<file path="src/rtl/secuenciador_notas_if.sv">
// Note sequencer bus: serial bytes, buttons and manual
// note in; tone control and status out.
interface secuenciador_notas_if #(
    parameter int DEPTH = 8
);
    localparam int CW = $clog2(DEPTH) + 1;

    logic          rx_valid;
    logic [7:0]    rx_data;
    logic          btn_play;
    logic          btn_stop;
    logic          free_valid;
    logic [2:0]    free_note;
    logic [2:0]    nota_out;
    logic          tono_en;
    logic          contar;
    logic [CW-1:0] fifo_count;
    logic          overflow;
    logic          busy;

    modport master (
        output rx_valid, rx_data, btn_play, btn_stop,
        output free_valid, free_note,
        input  nota_out, tono_en, contar,
        input  fifo_count, overflow, busy
    );

    modport slave (
        input  rx_valid, rx_data, btn_play, btn_stop,
        input  free_valid, free_note,
        output nota_out, tono_en, contar,
        output fifo_count, overflow, busy
    );
endinterface

</file>
<file path="src/rtl/secuenciador_notas.sv">
// Note sequencer: FIFO of note bytes, timed playback
// with gaps, and a manual note override.
module secuenciador_notas #(
    parameter int TICK_DIV = 50000,
    parameter int NOTE_MS  = 250,
    parameter int GAP_MS   = 50,
    parameter int DEPTH    = 8
) (
    input logic                clk,
    input logic                rst,
    secuenciador_notas_if.slave bus
);
    localparam int AW   = $clog2(DEPTH);
    localparam int CW   = AW + 1;
    localparam int PW   = $clog2(TICK_DIV + 1);
    localparam int DMAX = (8 * NOTE_MS > GAP_MS) ? 8 * NOTE_MS : GAP_MS;
    localparam int DW   = $clog2(DMAX + 1);

    typedef enum logic [2:0] {
        S_IDLE,
        S_LOAD,
        S_PLAY,
        S_GAP,
        S_MANUAL
    } state_t;

    state_t        r_state;
    state_t        w_next;
    logic [6:0]    r_mem [DEPTH];
    logic [AW-1:0] r_wp;
    logic [AW-1:0] r_rp;
    logic [CW-1:0] r_count;
    logic          r_ovf;
    logic          r_play_d;
    logic          r_stop_d;
    logic          r_run;
    logic [PW-1:0] r_pre;
    logic [DW-1:0] r_dur;
    logic [2:0]    r_note;
    logic [2:0]    r_len;
    logic          r_rest;
    logic [2:0]    r_last;
    logic          r_prev_load;
    logic          r_prev_man;

    logic          w_play_edge;
    logic          w_stop_edge;
    logic          w_full;
    logic          w_empty;
    logic          w_push;
    logic          w_pop;
    logic          w_abort;
    logic          w_tick;
    logic          w_play_done;
    logic          w_gap_done;
    logic [31:0]   w_play_lim;
    logic [6:0]    w_head;
    logic [2:0]    w_nota;
    logic          w_tono;
    logic          w_contar;

    assign w_play_edge = bus.btn_play & ~r_play_d;
    assign w_stop_edge = bus.btn_stop & ~r_stop_d;
    assign w_full      = (r_count == CW'(DEPTH));
    assign w_empty     = (r_count == '0);
    assign w_push      = bus.rx_valid & ~w_full;
    assign w_pop       = (r_state == S_LOAD) & ~w_empty;
    assign w_abort     = w_stop_edge | ~r_run;
    assign w_head      = r_mem[r_rp];
    assign w_play_lim  = (32'(r_len) + 32'd1) * 32'(NOTE_MS);
    assign w_tick      = (32'(r_pre) == 32'(TICK_DIV - 1));
    assign w_play_done = w_tick & (32'(r_dur) == w_play_lim - 32'd1);
    assign w_gap_done  = w_tick & (32'(r_dur) == 32'(GAP_MS - 1));

    // Button edge registers and run flag; stop beats play.
    always_ff @(posedge clk) begin
        r_play_d <= bus.btn_play;
        r_stop_d <= bus.btn_stop;
        if (rst) begin
            r_run <= 1'b0;
        end else if (w_stop_edge) begin
            r_run <= 1'b0;
        end else if (w_play_edge) begin
            r_run <= 1'b1;
        end
    end

    // FIFO storage; contents are not reset.
    always_ff @(posedge clk) begin
        if (w_push) begin
            r_mem[r_wp] <= {bus.rx_data[7:4], bus.rx_data[2:0]};
        end
    end

    // FIFO pointers, occupancy and sticky overflow.
    always_ff @(posedge clk) begin
        if (rst) begin
            r_wp    <= '0;
            r_rp    <= '0;
            r_count <= '0;
            r_ovf   <= 1'b0;
        end else begin
            if (w_push) r_wp <= r_wp + AW'(1);
            if (w_pop) r_rp <= r_rp + AW'(1);
            if (w_push && !w_pop) begin
                r_count <= r_count + CW'(1);
            end else if (!w_push && w_pop) begin
                r_count <= r_count - CW'(1);
            end
            if (bus.rx_valid && w_full) r_ovf <= 1'b1;
        end
    end

    // State register.
    always_ff @(posedge clk) begin
        if (rst) r_state <= S_IDLE;
        else     r_state <= w_next;
    end

    // Next state; a manual request overrides everything.
    always_comb begin
        w_next = r_state;
        if (bus.free_valid && r_state != S_MANUAL) begin
            w_next = S_MANUAL;
        end else begin
            unique case (r_state)
                S_IDLE: begin
                    if (r_run && !w_empty) w_next = S_LOAD;
                end
                S_LOAD: begin
                    w_next = w_abort ? S_IDLE : S_PLAY;
                end
                S_PLAY: begin
                    if (w_abort)          w_next = S_IDLE;
                    else if (w_play_done) w_next = S_GAP;
                end
                S_GAP: begin
                    if (w_abort) begin
                        w_next = S_IDLE;
                    end else if (w_gap_done) begin
                        w_next = w_empty ? S_IDLE : S_LOAD;
                    end
                end
                S_MANUAL: begin
                    if (!bus.free_valid) w_next = S_GAP;
                end
                default: w_next = S_IDLE;
            endcase
        end
    end

    // Prescaler and time-unit counter, restarted on every state change.
    always_ff @(posedge clk) begin
        if (rst || w_next != r_state) begin
            r_pre <= '0;
            r_dur <= '0;
        end else if (r_state == S_PLAY || r_state == S_GAP) begin
            if (w_tick) begin
                r_pre <= '0;
                r_dur <= r_dur + DW'(1);
            end else begin
                r_pre <= r_pre + PW'(1);
            end
        end
    end

    // Note register loaded from the FIFO head in LOAD.
    always_ff @(posedge clk) begin
        if (rst) begin
            r_note <= '0;
            r_len  <= '0;
            r_rest <= 1'b0;
        end else if (r_state == S_LOAD) begin
            r_rest <= w_head[6];
            r_len  <= w_head[5:3];
            r_note <= w_head[2:0];
        end
    end

    // Tone outputs; nota_out holds its last value outside PLAY/MANUAL.
    always_comb begin
        w_nota   = r_last;
        w_tono   = 1'b0;
        w_contar = 1'b0;
        unique case (r_state)
            S_PLAY: begin
                w_nota   = r_note;
                w_tono   = ~r_rest;
                w_contar = r_prev_load & ~r_rest;
            end
            S_MANUAL: begin
                w_nota   = bus.free_note;
                w_tono   = 1'b1;
                w_contar = ~r_prev_man | (bus.free_note != r_last);
            end
            default: ;
        endcase
    end

    // History used for hold and pulse generation.
    always_ff @(posedge clk) begin
        if (rst) begin
            r_last      <= '0;
            r_prev_load <= 1'b0;
            r_prev_man  <= 1'b0;
        end else begin
            r_last      <= w_nota;
            r_prev_load <= (r_state == S_LOAD);
            r_prev_man  <= (r_state == S_MANUAL);
        end
    end

    assign bus.nota_out   = w_nota;
    assign bus.tono_en    = w_tono;
    assign bus.contar     = w_contar;
    assign bus.fifo_count = r_count;
    assign bus.overflow   = r_ovf;
    assign bus.busy       = (r_state != S_IDLE);
endmodule
</file>
<file path="src/flat_wrapper.sv">
// flat-port wrapper written by rule: the top's interface ports become plain ports
module secuenciador_notas_flat 
#(
    parameter int TICK_DIV = 50000,
    parameter int NOTE_MS  = 250,
    parameter int GAP_MS   = 50,
    parameter int DEPTH    = 8
)
  (clk, rst, bus_rx_valid, bus_rx_data, bus_btn_play, bus_btn_stop, bus_free_valid, bus_free_note, bus_nota_out, bus_tono_en, bus_contar, bus_fifo_count, bus_overflow, bus_busy);
  secuenciador_notas_if #(.DEPTH(DEPTH)) bus_i ();
  input logic clk;
  input logic rst;
  input wire logic [$bits(bus_i.rx_valid)-1:0] bus_rx_valid;
  input wire logic [$bits(bus_i.rx_data)-1:0] bus_rx_data;
  input wire logic [$bits(bus_i.btn_play)-1:0] bus_btn_play;
  input wire logic [$bits(bus_i.btn_stop)-1:0] bus_btn_stop;
  input wire logic [$bits(bus_i.free_valid)-1:0] bus_free_valid;
  input wire logic [$bits(bus_i.free_note)-1:0] bus_free_note;
  output wire logic [$bits(bus_i.nota_out)-1:0] bus_nota_out;
  output wire logic [$bits(bus_i.tono_en)-1:0] bus_tono_en;
  output wire logic [$bits(bus_i.contar)-1:0] bus_contar;
  output wire logic [$bits(bus_i.fifo_count)-1:0] bus_fifo_count;
  output wire logic [$bits(bus_i.overflow)-1:0] bus_overflow;
  output wire logic [$bits(bus_i.busy)-1:0] bus_busy;
  assign bus_i.rx_valid = bus_rx_valid;
  assign bus_i.rx_data = bus_rx_data;
  assign bus_i.btn_play = bus_btn_play;
  assign bus_i.btn_stop = bus_btn_stop;
  assign bus_i.free_valid = bus_free_valid;
  assign bus_i.free_note = bus_free_note;
  assign bus_nota_out = bus_i.nota_out;
  assign bus_tono_en = bus_i.tono_en;
  assign bus_contar = bus_i.contar;
  assign bus_fifo_count = bus_i.fifo_count;
  assign bus_overflow = bus_i.overflow;
  assign bus_busy = bus_i.busy;
  secuenciador_notas #(.TICK_DIV(TICK_DIV), .NOTE_MS(NOTE_MS), .GAP_MS(GAP_MS), .DEPTH(DEPTH)) u_core (.clk(clk), .rst(rst), .bus(bus_i));
endmodule
</file>
<file path="config.mk">
export PLATFORM = sky130hd
export DESIGN_NAME = secuenciador_notas_flat
export DESIGN_NICKNAME = d
export VERILOG_FILES = /design/src/rtl/secuenciador_notas_if.sv /design/src/rtl/secuenciador_notas.sv /design/src/flat_wrapper.sv
export SDC_FILE = /design/constraint.sdc
export NUM_CORES = 1
export LEC_CHECK = 0
export ABC_AREA = 1
export ABC_CLOCK_PERIOD_IN_PS = 4810
export BUFFER_PORTS_ARGS = -buffer_cell sky130_fd_sc_hd__buf_2
export CORE_UTILIZATION = 40
export DETAILED_ROUTE_END_ITERATION = 16
export PLACE_DENSITY = 0.7
export SETUP_SLACK_MARGIN = 0.4
export SLEW_MARGIN = 30
export SYNTH_ARGS = -nofsm -noshare
export SYNTH_HDL_FRONTEND = slang
export SYNTH_SLANG_ARGS = --single-unit
</file>
<file path="constraint.sdc">
create_clock -name clk -period 4.81 [get_ports clk]
set_input_delay 1.2025 -clock clk [delete_from_list [all_inputs] [get_ports clk]]
set_output_delay 1.2025 -clock clk [all_outputs]
set_load 0.005 [all_outputs]
</file>
# After elaboration in Yosys (flattened, before gate mapping)
# Memory sizes are Yosys's and may differ from the RTL's. A register that Yosys moved wholly into a read port is not among the register bits.
# Index checks and enable logic that the tools add are counted.
# Widths: inputs -> output; s select.
# word_totals
out_inout_bits,11
reg_bits,49
n_memories,1
wordCells,84
input_bits,17
mem_bits_rw,56
# op_classes
n_eq_ne,11
n_bitwise,16
multipliers,1
reduce_logical,16
n_mux,18
n_addsub,8
# mem_list
memory,depth,width,rd,rd_clocked_by_memory_dff,write_ports,line_no,rtl
u_core.r_mem,8,7,1,1,1,secuenciador_notas.sv:29,logic [6:0] r_mem [DEPTH];
# op_table
operator,n
$eq 11x32->1,1
$mul 32x7->31 const B,1
$sub 32x1->32 const B,1
$mux 3,7
$add 16x1->16 const B,1
$eq 16x16->1 const B,1
$mux 16,1
$pmux 3 s5,1
$add 11x1->11 const B,1
$eq 11x6->1 const B,1
$mux 4,2
$and 1x1->1,7
$not 1->1,7
$add 3x1->3 const B,2
$eq 3x2->1 const B,2
$ne 3x3->1,2
$pmux 3 s2,1
$logic_and 1x1->1,5
$add 3x1->4 const B,1
$add 4x1->4 const B,1
$eq 4x4->1 const B,1
$logic_not 4->1,1
$pmux 1 s2,2
$sub 4x1->4 const B,1
13 further kinds,19

# Logic depth before layout (Yosys ltp)
# Gate-level depths: netlist (run 1).
# depth
depth_word,11
ltp_mapped,32
depth_no_buf,30

# Worst setup path before layout (run 1)
# No wires, ideal clock.
# synth_path
path_type,reg2reg
startpoint,register u_core.r_len[0] (read register of u_core.r_mem)
endpoint,register u_core.r_dur[1]
t_required_ns,4.686
period_less_slack_ns,4.645
setup_ns,0.124
path_stages_with_launch,28
arrival_time_ns,4.521
path_buffers,2
setup_slack_ns,0.165
path_cell_list,dfxtp_1 -> buf_2 -> inv_1 -> ha_1 -> fa_1 -> fa_1 -> ha_1 -> a21oi_1 -> nand2_1 -> nand2_1 -> nand2_1 -> nand2_1 -> nand2_1 -> nand3_1 -> inv_1 -> ha_1 -> nand2_1 -> nor2_1 -> nand2_1 -> nor2_1 -> nand2_1 -> nor3_2 -> nand4_1 -> nand2_1 -> nand3_1 -> nand3_4 -> buf_6 -> nor2_4
# synth_between
elab_chain_len,11
# synth_lines
item,line_no,rtl
start: declaration,secuenciador_notas.sv:40,logic [2:0] r_len;
$add 3x1->4,secuenciador_notas.sv:70,assign w_play_lim = (32'(r_len) + 32'd1) * 32'(NOTE_MS);
$mul 32x7->31,secuenciador_notas.sv:70,
$sub 32x1->32,secuenciador_notas.sv:72,assign w_play_done = w_tick & (32'(r_dur) == w_play_lim - 32'd1);
$eq 11x32->1,secuenciador_notas.sv:72,
$and 1x1->1,secuenciador_notas.sv:72,
$mux 3,secuenciador_notas.sv:135,else if (w_play_done) w_next = S_GAP;
$mux 3,secuenciador_notas.sv:134,if (w_abort) w_next = S_IDLE;
$pmux 3 s5,secuenciador_notas.sv:126,unique case (r_state)
$mux 3,secuenciador_notas.sv:123,if (bus.free_valid && r_state != S_MANUAL) begin
$ne 3x3->1,secuenciador_notas.sv:154,if (rst || w_next != r_state) begin
$logic_or 1x1->1,secuenciador_notas.sv:154,
end signal: assignment,secuenciador_notas.sv:160,r_dur <= r_dur + DW'(1);
end: declaration,secuenciador_notas.sv:38,logic [DW-1:0] r_dur;
# No other way between the ends.
# A chain may end at the register's enable or synchronous reset.

# Worst setup path after layout (run 1)
# layout_path
startpoint,register u_core.r_len[0] (read register of u_core.r_mem)
endpoint,register u_core.r_dur[7]
# Same word-level chain as after synthesis.

==> results of run 1 <==
-- sequential cells by signal (all words and copies together) (netlist names), 3 cells and up --
name,flops
u_core.r_mem,56
u_core.r_pre,16
u_core.r_dur,11
u_core.bus.fifo_count,4
u_core.r_last,3
u_core.r_len,3
u_core.r_note,3
u_core.r_rp,3
u_core.r_state,3
u_core.r_wp,3
-- critical path, stage by stage, from the launching register on --
cell and delay (ps):
dfxtp_4 390, clkinvlp_4 110, ha_4 300, fa_2 630
fa_1 460, ha_4 330, nand2_2 50, inv_2 40
nand4_1 200, nand3_2 160, nand2_2 80, inv_2 70
o21ai_4 60, ha_4 270, nand2_2 50, nor2_2 110
nand2_1 60, nor2_1 90, nand2_1 60, nor3_2 190
nand4_1 170, nand2_2 120, nand2_2 70, nand2_2 80
nand3_4 180, buf_16 220, nor2_2 70
-- final cells by class --
class	instances	area, sq um	share of cell area [%]
Tap cell	184	230.2	3.127
Clock buffer	9	225.2	3.059
Clock inverter	7	76.32	1.037
Timing Repair Buffer	66	536.8	7.290
Sequential cell	112	2811	38.18
Multi-Input combinational cell	496	3097	42.06
Inverter	102	386.6	5.251
-- synthesized netlist by cell type (3+ instances only) --
cell / count
nor3_1: 10
xor2_1: 17
edfxtp_1: 56
clkbuf_1: 11
a21oi_1: 23
nor2_1: 93
fa_1: 8
inv_1: 99
o221ai_1: 7
dfxtp_1: 56
o21ai_0: 32
nor2_2: 20
o211ai_1: 7
nand3_1: 59
a211oi_1: 3
o32ai_1: 7
a31oi_1: 4
mux2i_1: 7
nand2_1: 137
nand4_1: 10
ha_1: 26
-- logic make-up (layout without fill, tap and decap cells) --
kind of cell	after synthesis	after routing	share of synthesized area, %
buffers and inverters	117	184	7.508
flip-flops	112	112	46.20
multiplexers	7	7	1.155
AO/OA/AOI/OAI	92	92	9.385
adder cells (fa/ha/maj)	34	34	8.003
XOR/XNOR	18	18	2.599
AND/OR/NAND/NOR	345	345	25.14
-- report_power, final --
| part | switching [uW] | total (uW) | internal, uW | leakage, uW |
|---|---|---|---|---|
| clock | 377 | 749 | 372 | 0.000149 |
| sequential | 23.0 | 1060 | 1040 | 0.000965 |
| combinational | 184 | 310 | 125 | 0.00174 |
| total | 585 | 2120 | 1540 | 0.00286 |
-- worst min path at each step --
stage / end / slack [ps] / start / cells after the start
3_3_place_gp: u_core.bus.overflow / 440 / u_core.bus.overflow / 2
6_report: u_core.bus.overflow / 460 / u_core.bus.overflow / 2
2_1_floorplan: u_core.r_run / 440 / u_core.r_stop_d / 2
3_5_place_dp: u_core.bus.overflow / 450 / u_core.bus.overflow / 2
4_1_cts: u_core.bus.overflow / 460 / u_core.bus.overflow / 2
5_1_grt: u_core.r_note[1] / 490 / u_core.r_note[1] / 2
-- stage by stage --
step	cell area, sq um	std cells	util (%)	hold slack, ps
6_report	7363	976	50.28	459.2
5_1_grt	7363	976	50.28	492.5
4_1_cts	7183	969	49.05	458.1
3_5_place_dp	6464	927	44.14	445.8
3_3_place_gp	6464	927	44.14	438.1
2_1_floorplan	6125	725	-	435.8
-- timing repair --
action	CTS	global route
cloned	3	0
endpoints found under the setup margin	27	28
hold buffers	0	0
pin swaps	30	33
gates resized for setup	48	32
buffers inserted	23	7
-- metal layers --
| metal | part of all wire [%] | vias to the layer above |
|---|---|---|
| li1 | - | 2534 |
| met5 | 0 | - |
| met4 | 1.9 | 0 |
| met3 | 4.8 | 22 |
| met2 | 50 | 120 |
| met1 | 43 | 2346 |
==> flow_metrics.tcl, run 1 <==
set metrics [dict create \
    status "completed" \
    power_per_cell_area_nw_per_um2 288.1 \
    fin_nets 838 \
    timing_max_transition_violations_final 0 \
    max_freq_ghz 0.2125 \
    drt-pass1-iter-count 5 \
    grt_use_met1_pct 20.76 \
    route.detailed.vias_per_inst 5.145 \
    synth_largest_type_area_fraction_pct 27.72 \
    antenna_found_initial 0 \
    synth_cell_type_count 44 \
    synth_enable_flop_cells 56 \
    netlist_area_sq_um 6066 \
    gr-usage-met2_pct 32.24 \
    gp_congestion 0.8205 \
    placementRows 44 \
    detailedPlacementHpwl_microns 8346 \
    setup_crit_end_kind "flop" \
    fill_cells 1320 \
    synth_cells 725 \
    cts.reportedPaths.clkPinSlew_ps 80 \
    num_io_pins 28 \
    final-setup-viol-count 0 \
    max_cap_violations 0 \
    synthesized_area_per_cell_sq_um 8.367 \
    ys.flop_type "edfxtp_1" \
    grt_max_degree 31 \
    max_slew.worst_pin.slew_ps 866.6 \
    ant_nets 0 \
    core_area_sq_um 14640 \
    postSynthRegisterBits 112 \
    drive_gt1_share_pct 20.33 \
    layout-area-overhead-vs-synth_pct 21.39 \
    layout_commonest_cell "nand2_1" \
    worst_ep_required_time_ps 5110 \
    post-layout-total-power_uw 2121 \
    cp-endpoint "u_core.r_dur[7]" \
    initial_utilization_pct 41.42 \
    fin_setup_tns_ps 0 \
    grt_first_pass_wirelength_microns 22330 \
    gr-usage-met3_pct 4.536 \
    detailedRoute.firstIterationViolations 368 \
    critical_path_arrival_ps 5010 \
    max-clock-path-buffers 2 \
    relSlewSlack_pct 42.02 \
    async_reset_ff_share_pct 0 \
    regToRegEndpoint "u_core.r_dur[7]" \
    cts-htree-levels 3 \
    cts_num_sinks 112 \
    first_global_vias 4815 \
    min-delay-path-class "flop to flop" \
    wl_per_cell_microns 13.64 \
    global_route.overflow_total 0 \
    critPathKind "flop to flop" \
    place.port_buffers 26 \
    synthesis.nets 776 \
    grt_setup_unrepaired "yes" \
    timing.final.crit_period_ps 4706 \
    wl_microns 13320 \
    ff2ff_setup_slack_ps 100 \
    grt_busiest_layer "met2" \
    rr_startpoint "u_core.r_len[0]" \
    die_area_sq_um 15660 \
    globalRouteTotalUtil_pct 17.90 \
    setup.worst_path.start_class "flop" \
    fin_worst_skew_ps 9.848 \
    synthesis.yosys.warnings 0 \
    drcViolationCount 0 \
    worst-r2r-cell-count 26 \
    vias 5022 \
    cts.root.buffer_cell "clkbuf_16" \
    die_x_microns 125.1 \
    synth_sequential_area_ratio_pct 46.20 \
    final.setup.worst_slack_ps 103.6 \
    yosys.area.top_type "edfxtp_1" \
    clock_buffer_count_from_cts 9 \
    die_h_microns 125.1 \
    worstSetupStartpoint "u_core.r_len[0]" \
    tritoncts "done" \
    antennaDiodeCount 0 \
    fin_crit_sh_pct 97.85 \
    clock_latency_ps 360 \
    critical_path.max_fanout 7 \
    synth.top_cells.by_area "edfxtp_1, dfxtp_1, nand2_1" \
    hold_viol 0 \
    placement.setup.worst_slack_ps 25.44 \
    p_leak_uw 0.002857 \
    leading_cell_types_in_the_layout_fill_and_taps_excluded "nand2_1, inv_1, nor2_1" \
    worst_ir_drop_vdd_v 0.0004106 \
]
(Power assumes the default switching activity.)
==> inputs of run 2 (changes only) <==
Settings changed: CORE_MARGIN set to 2, CTS_BUF_LIST set to sky130_fd_sc_hd__clkbuf_16.
==> flow_metrics.tcl, run 2 (same netlist as run 1, synthesis figures left out) <==
set metrics [dict create \
    critical_path.max_fanout 6 \
    detailedRoute.firstIterationViolations 258 \
    max_slew.worst_pin.slew_ps 809.5 \
    critical_path.slowest_cell "fa_2" \
    cts.root.buffer_cell "clkbuf_16" \
    gp_congestion 0.8071 \
    clock_latency_ps 350 \
    worstSetupStartpoint "u_core.r_len[0]" \
    globalRouteTotalUtil_pct 15.26 \
    place.port_buffers 26 \
    core_area_sq_um 15030 \
    timing.final.crit_period_ps 4487 \
    max_cap_violations 0 \
    global_route.overflow_total 0 \
    wl_microns 12280 \
    rr_startpoint "u_core.r_len[0]" \
    worst_ep_required_time_ps 5090 \
    fin_setup_tns_ps 0 \
    hold_viol 0 \
    clock_buffer_count_from_cts 9 \
    antenna_found_initial 0 \
    antennaDiodeCount 0 \
    initial_utilization_pct 40.35 \
    die_area_sq_um 16170 \
    max-clock-path-buffers 2 \
    route.detailed.vias_per_inst 4.973 \
    multiInputGateArea_sq_um 3054 \
    cts.reportedPaths.clkPinSlew_ps 80 \
    reg_top3 "u_core.r_mem (56), u_core.r_pre (16), u_core.r_dur (11)" \
    leading_cell_types_in_the_layout_fill_and_taps_excluded "nand2_1, inv_1, nor2_1" \
    critPathMaxStageDelay_ps 580 \
    detailedPlacementHpwl_microns 8411 \
    regMostFlops "u_core.r_mem" \
    grt_first_pass_wirelength_microns 19900 \
    placedInstanceArea_sq_um 6511 \
    grt_max_degree 31 \
    fill_cells 1373 \
    status "completed" \
    max_ffs_per_register 56 \
    final-setup-viol-count 0 \
    postCtsHoldBufs 0 \
    critPathKind "flop to flop" \
    p_leak_uw 0.002767 \
    critical_path_arrival_ps 4770 \
    worst_ir_drop_vdd_v 0.0002246 \
    first_global_vias 4338 \
    timing_max_transition_violations_final 0 \
    ant_nets 0 \
    stdcell_area_sq_um 7179 \
    die_h_microns 127.1 \
    worst_min_delay_path_startpoint "u_core.bus.overflow" \
    drt-pass1-iter-count 5 \
    drive_gt1_share_pct 18.74 \
    min-delay-path-class "flop to flop" \
    seqCellArea_sq_um 2811 \
    die_x_microns 127.1 \
    setup_crit_end_kind "flop" \
    setup.worst_path.start_class "flop" \
    wl_per_cell_microns 12.70 \
    final_core_util_pct 47.76 \
    drcViolationCount 0 \
    grt_setup_unrepaired "yes" \
    placementRows 45 \
    relSlewSlack_pct 45.83 \
    fin_worst_skew_ps 10.15 \
    layout-area-overhead-vs-synth_pct 18.36 \
    num_io_pins 28 \
    cts-htree-levels 3 \
    layout_commonest_cell "nand2_1" \
    vias 4809 \
    tritoncts "done" \
    cts_num_sinks 112 \
    max_freq_ghz 0.2229 \
    fin_crit_sh_pct 93.29 \
    fin_nets 825 \
    power_per_cell_area_nw_per_um2 292.7 \
]
## run 2: cell count changes in the layout (fill, tap and decap cells not counted), sizes merged
cell,before,now
inv,104,101
buf,66,53
clkinvlp,1,2
clkinv,4,6
## run 2: report_power, final
group	total, uW	internal, uW	leakage, uW	switching [uW]
sequential	1060	1040	0.000965	22.9
combinational	304	124	0.00166	181
clock	735	368	0.000145	367
## run 2: worst max-delay path: cells and delay by family (launching register included)
kind | cells | cell delay, ps
simple gates | 16 | 1580
flops | 1 | 370
fa+ha+maj | 5 | 1820
buf+inv | 4 | 410
compound gates | 1 | 60
xor+xnor | 1 | 170
## run 2: path summary, 6_finish.rpt
check	endpoint	slack, ps	cells past startpoint
worst max-delay path	u_core.r_dur[10]	320	27
worst max register to register	u_core.r_dur[10]	320	27
worst min register to register	u_core.bus.overflow	460	2
worst min-delay path	u_core.bus.overflow	460	2
## run 2: layout make-up
cell class	instances	share of cell area (%)
multi-input combinational	496	42.54
sequential	112	39.16
timing repair buffer	53	5.437
inverter	102	5.385
tap	188	3.276
clock buffer	9	3.137
clock inverter	7	1.063
## run 2: what timing repair did
item,in CTS,in global routing
setup endpoints to repair,27,27
gates resized for setup,25,34
setup buffers,7,8
gates cloned,1,0
pin swaps,15,19
## run 2: metal layers
| layer | vias to the layer above | global-route usage (%) | routed length, microns |
|---|---|---|---|
| li1 | 2507 | - | - |
| met1 | 2200 | 19.22 | 5459 |
| met2 | 88 | 26.91 | 6113 |
| met3 | 14 | 3.057 | 523 |
| met4 | 0 | 3.943 | 180 |
| met5 | - | 0 | 0 |
## run 2: metrics by stage
stage	cells	hold slack (ps)	worst slack, ps	total power, uW
2_1_floorplan	725	435.8	405.8	1274
3_3_place_gp	935	438.9	118.9	1351
3_5_place_dp	935	444.2	54.60	1357
4_1_cts	959	457.8	315.4	2104
5_1_grt	967	480.9	46.89	2194
6_report	967	456.5	322.9	2102
